==> config.mk <==
export PLATFORM = sky130hd
export DESIGN_NAME = sd_spi_master
export DESIGN_NICKNAME = d
export VERILOG_FILES = /design/src/rtl/sd_spi_master.sv
export SDC_FILE = /design/constraint.sdc
export NUM_CORES = 1
export LEC_CHECK = 0
export BUFFER_PORTS_ARGS = -buffer_cell sky130_fd_sc_hd__buf_2
export CELL_PAD_IN_SITES_DETAIL_PLACEMENT = 1
export CELL_PAD_IN_SITES_GLOBAL_PLACEMENT = 2
export CORE_ASPECT_RATIO = 1.25
export CORE_UTILIZATION = 35
export DETAILED_ROUTE_END_ITERATION = 7
export PLACE_DENSITY = 0.74
export SETUP_SLACK_MARGIN = 0.2
export SYNTH_ARGS = -nofsm -noshare
export SYNTH_HDL_FRONTEND = slang
export SYNTH_SLANG_ARGS = --single-unit
==> constraint.sdc <==
create_clock -name clk -period 2 [get_ports clk]
set_clock_uncertainty 0.1 [all_clocks]
set_input_delay 0.4 -clock clk [delete_from_list [all_inputs] [get_ports clk]]
set_output_delay 0.4 -clock clk [all_outputs]
set_load 0.005 [all_outputs]
==> src/rtl/sd_spi_master.sv <==
// SPI mode-0 byte engine: shifts one byte out on mosi (MSB first) while
// shifting one byte in from miso, at a slow or fast SCK rate chosen per byte.
module sd_spi_master #(
    parameter int SLOW_HALF_DIV = 125,
    parameter int FAST_HALF_DIV = 2
) (
    input  logic       clk,
    input  logic       reset_n,
    input  logic       start,
    input  logic [7:0] data_in,
    input  logic       speed_sel,
    output logic       busy,
    output logic       done,
    output logic [7:0] data_out,
    output logic       sck,
    output logic       mosi,
    input  logic       miso
);

    localparam int MAX_DIV = (SLOW_HALF_DIV > FAST_HALF_DIV) ? SLOW_HALF_DIV : FAST_HALF_DIV;
    localparam int CW      = (MAX_DIV > 1) ? $clog2(MAX_DIV) : 1;
    localparam logic [CW-1:0] SLOW_M1 = CW'(SLOW_HALF_DIV - 1);
    localparam logic [CW-1:0] FAST_M1 = CW'(FAST_HALF_DIV - 1);

    typedef enum logic [1:0] {
        IDLE   = 2'd0,
        SCK_LO = 2'd1,
        SCK_HI = 2'd2
    } state_t;

    state_t          state_reg, state_next;
    logic [CW-1:0]   cnt_reg, cnt_next;
    logic [CW-1:0]   half_reg, half_next;
    logic [2:0]      bit_reg, bit_next;
    logic [7:0]      tx_reg, tx_next;
    logic [7:0]      rx_reg, rx_next;
    logic [7:0]      dout_reg, dout_next;
    logic            sck_reg, sck_next;
    logic            mosi_reg, mosi_next;
    logic            busy_reg, busy_next;
    logic            done_reg, done_next;

    always_ff @(posedge clk or negedge reset_n) begin
        if (!reset_n) begin
            state_reg <= IDLE;
            cnt_reg   <= '0;
            half_reg  <= '0;
            bit_reg   <= '0;
            tx_reg    <= '0;
            rx_reg    <= '0;
            dout_reg  <= 8'h00;
            sck_reg   <= 1'b0;
            mosi_reg  <= 1'b1;
            busy_reg  <= 1'b0;
            done_reg  <= 1'b0;
        end else begin
            state_reg <= state_next;
            cnt_reg   <= cnt_next;
            half_reg  <= half_next;
            bit_reg   <= bit_next;
            tx_reg    <= tx_next;
            rx_reg    <= rx_next;
            dout_reg  <= dout_next;
            sck_reg   <= sck_next;
            mosi_reg  <= mosi_next;
            busy_reg  <= busy_next;
            done_reg  <= done_next;
        end
    end

    always_comb begin
        state_next = state_reg;
        cnt_next   = cnt_reg;
        half_next  = half_reg;
        bit_next   = bit_reg;
        tx_next    = tx_reg;
        rx_next    = rx_reg;
        dout_next  = dout_reg;
        sck_next   = sck_reg;
        mosi_next  = mosi_reg;
        busy_next  = busy_reg;
        done_next  = 1'b0;

        case (state_reg)
            IDLE: begin
                sck_next  = 1'b0;
                mosi_next = 1'b1;
                if (start) begin
                    half_next  = speed_sel ? FAST_M1 : SLOW_M1;
                    cnt_next   = speed_sel ? FAST_M1 : SLOW_M1;
                    tx_next    = data_in;
                    mosi_next  = data_in[7];
                    bit_next   = 3'd0;
                    busy_next  = 1'b1;
                    state_next = SCK_LO;
                end
            end
            SCK_LO: begin
                if (cnt_reg == '0) begin
                    sck_next   = 1'b1;
                    rx_next    = {rx_reg[6:0], miso};
                    cnt_next   = half_reg;
                    state_next = SCK_HI;
                end else begin
                    cnt_next = cnt_reg - 1'b1;
                end
            end
            SCK_HI: begin
                if (cnt_reg == '0) begin
                    sck_next = 1'b0;
                    cnt_next = half_reg;
                    if (bit_reg == 3'd7) begin
                        // rx_reg already holds all eight samples at this point
                        dout_next  = rx_reg;
                        done_next  = 1'b1;
                        busy_next  = 1'b0;
                        mosi_next  = 1'b1;
                        state_next = IDLE;
                    end else begin
                        bit_next   = bit_reg + 3'd1;
                        mosi_next  = tx_reg[6];
                        tx_next    = {tx_reg[6:0], 1'b0};
                        state_next = SCK_LO;
                    end
                end else begin
                    cnt_next = cnt_reg - 1'b1;
                end
            end
            default: state_next = IDLE;
        endcase
    end

    assign busy     = busy_reg;
    assign done     = done_reg;
    assign data_out = dout_reg;
    assign sck      = sck_reg;
    assign mosi     = mosi_reg;

endmodule

==> results.env <==
STATUS='completed'
WL_PER_CELL_UM=16.5
BOUNDARYPINS=25
VIA_COUNT=1496
GRT_START_MAX_NET_PINS=42
CTS.HTREE.LEVELS=2
YS.WARNINGS.COUNT=0
YS_SEQ_AREA_SHARE_PCT=51.2
ROWS=30
DESIGN.DIE.AREA_UM2=6040
GRT_ANTENNA_BEFORE_REPAIR=0
CELLS_AFTER_SYNTH=167
FIN_CRIT_SH_PCT=92.7
POSTROUTEWIRELENGTH_UM=4720
YOSYS-TOP-CELLS-AREA='dfrtp_1, mux2_2, ha_1'
SYN_AVG_CELL_AREA_UM2=12.0
TRITONCTS.NUM_BUFFERS=5
DRIVE_ABOVE_1_SHARE_PCT=50.7
GRT_FIRST_PASS_WIRELENGTH_UM=8100
WORST_IR_DROP_VDD_uV=608
SLOWEST_STAGE='dfrtp_1'
DRT_PRE_ANTENNA_ITERS=4
POST_SYNTH_EDFFS=0
IO_BUFFER_COUNT=24
CRITPATHBUFINV=1
WORST_PIN_SLEW_NS=0.534
R2R-END='tx_reg[5]$_DFFE_PN0P_'
CLK-INSERTION-DELAY-LATE_NS=0.29
HOLD_PATH_CLASS='in -> async'
PATH_CLASS='reg -> reg'
AREA.SEQUENTIAL_UM2=1030
GR_USAGE_TOTAL_PCT=17.0
CTS_HOLD_BUFFERS=0
YOSYS_REGISTER_BITS=41
WORST_EP_ARRIVAL_TIME_NS=1.93
YOSYS-TOP-CELLS-COUNT='dfrtp_1, mux2_2, a21oi_1, inv_1'
MAX_SLEW_HEADROOM_PCT=64.4
SYNTH_LARGEST_AREA_CELL='dfrtp_1'
R2R.WORST_PATH.CELLS=7
PLACE.DETAILED.HPWL_UM=3440
PATH_CELLS='ha_2 -> ha_4 -> nor2b_4 -> and3_4 -> o21a_4 -> buf_12 -> mux2_4'
WORST_HOLD_SLACK_NS=0.0693
SETUP.WORST_PATH.START_CLASS='flop'
CLOCKROOTBUFFER='clkbuf_8'
FINALMAXSLEWVIOLATIONS=0
FP.DIEW_UM=69.7
CLK_PATH_BUF_DEPTH=2
REPORT.FINAL.SETUP_VIOL=0
NETLIST.AREA_LEADER.SHARE_PCT=49.9
REGTOREGSETUPSLACK_NS=0.15
WORST_PATH_LARGEST_CELL_DELAY_NS=0.40
REQUIRED_NS=2.08
POSTSYNTH.ASYNCRESETSHARE_PCT=100
REPORT.FINAL.HOLD_VIOL_COUNT=0
INITIALDRTVIOLATIONCOUNT=83
CATEGORY_OF_THE_WORST_SETUP_PATH_CAPTURE_POINT='flop'
ROUTE.DETAILED.VIAS_PER_INST=5.25
SYNTH.MOST_COMMON_CELL='dfrtp_1'
MAXCAPVIOLATIONS=0
VIA_COUNT_OF_THE_FIRST_GLOBAL_ROUTING_PASS=1662
FMAX_GHz=0.539
CLKTRANSATPATHREGS_NS=0.08
SYNTH_CELL_TYPES=40
CTS_SINKS=41
SYNTHTOLAYOUTAREAGROWTH_PCT=31.5
GRT_SETUP_UNREPAIRED='true'
INITIAL_CORE_UTIL_PCT=36.6
ANTENNADIODECOUNT=0
GP_CONGESTION=0.823
FINALSETUPTNS_NS=0
FINISH.NET_COUNT=241
FINALCRITICALPERIOD_NS=1.85
LAYOUT.CELLS.NON_FILLER=285
CORE_AREA_UM2=5480
P_PER_AREA_nW_PER_UM2=1430
TIMING.CRITICAL_PATH.MAX_DELAY_FAMILY='flip-flops'
PLACED_CELLS=266
ANTENNA_VIOLATING_NETS_POST_ROUTE=0
SYNTHESIS.AREA_UM2=2010
FILLERS=602
YS_DOMINANT_REG_CELL='dfrtp_1'
CRITICAL_PATH_PEAK_FANOUT=5
P_LEAK_nW=1.21
SYNTHESIS.NETS=188
CLOCK_TREE_FROM_TRITONCTS='done'
R2R-START='bit_reg[0]$_DFFE_PN0P_'
DIE_H_UM=86.7
DRC_VIOLATIONS=0
GRT.OVERFLOW.TOTAL=0
MULTI_INPUT_AREA_UM2=1040
==> cell type report <==
type                       instances  area share (%)
clock buffer                       6            3.13
clock inverter                     2            1.42
inverter                           9            1.28
multi-input combinational        112            39.2
sequential                        41            38.9
tap                               64            3.03
timing repair buffer              51            13.0
==> power by group <==
group          switching, mW  internal (mW)
Sequential             0.217           1.12
Combinational          0.807          0.924
Clock                  0.296          0.406
==> per-stage QoR <==
step           setup WS [ns]  total power [mW]  cell area [µm²]  util, %
2_1_floorplan          0.169              2.35             2070        -
3_3_place_gp         0.00274              2.78             2380     43.4
3_5_place_dp         -0.0113              2.86             2380     43.4
4_1_cts                0.124              3.76             2620     47.7
5_1_grt               0.0833              4.02             2640     48.2
6_report               0.146              3.77             2640     48.2
==> cell usage in the layout (no fill, tap or decap), drive strengths merged, types with 2 or more instances in the layout <==
cell / instances
buf: 51
dfrtp: 40
mux2: 28
a21oi: 15
inv: 9
nor2: 9
ha: 8
nand2: 7
clkbuf: 6
mux2i: 5
o21ai: 5
nand3: 4
a32o: 3
nor2b: 3
nand4b: 2
a2bb2oi: 2
a221oi: 2
o22ai: 2
a21o: 2
==> routing by layer <==
metal	GRT usage, %	part of all wire (%)
met5	0	0
met4	6.00	1.5
met3	2.91	2.1
met2	31.3	54
met1	19.8	42
==> what timing repair did <==
item | in CTS | in global routing
setup buffers | 9 | 2
setup endpoints to repair | 34 | 36
pin swaps | 7 | 2
gates resized for setup | 12 | 6
==> worst reg2reg max path, stage by stage (launching register included) <==
cell	delay (ns)
dfrtp_1	0.40
ha_2	0.20
ha_4	0.17
nor2b_4	0.10
and3_4	0.19
o21a_4	0.16
buf_12	0.12
mux2_4	0.30
==> worst max-delay path by stage <==
| stage | start | to | slack (ns) | cells past startpoint |
|---|---|---|---|---|
| 6_report | bit_reg[0]$_DFFE_PN0P_ | tx_reg[5]$_DFFE_PN0P_ | 0.15 | 7 |
| 3_5_place_dp | cnt_reg[0]$_DFFE_PN0P_ | tx_reg[5]$_DFFE_PN0P_ | -0.01 | 7 |
| 3_3_place_gp | cnt_reg[0]$_DFFE_PN0P_ | tx_reg[4]$_DFFE_PN0P_ | 0.003 | 7 |
| 5_1_grt | cnt_reg[2]$_DFFE_PN0P_ | tx_reg[5]$_DFFE_PN0P_ | 0.08 | 6 |
| 4_1_cts | bit_reg[0]$_DFFE_PN0P_ | tx_reg[5]$_DFFE_PN0P_ | 0.12 | 7 |
| 2_1_floorplan | bit_reg[0]$_DFFE_PN0P_ | tx_reg[1]$_DFFE_PN0P_ | 0.17 | 7 |
==> cell families (layout without fill, tap and decap cells) <==
| kind of cell | count (synthesis) | after routing | synth area share [%] |
|---|---|---|---|
| AOI/OAI and AO/OA | 37 | 37 | 12.2 |
| DFF | 41 | 41 | 51.2 |
| muxes | 33 | 33 | 18.2 |
| and+or+nand+nor | 34 | 34 | 10.6 |
| buffers and inverters | 14 | 68 | 2.87 |
| adders and majority gates | 8 | 8 | 4.99 |
No activity file was read; power rests on OpenSTA's default activity.
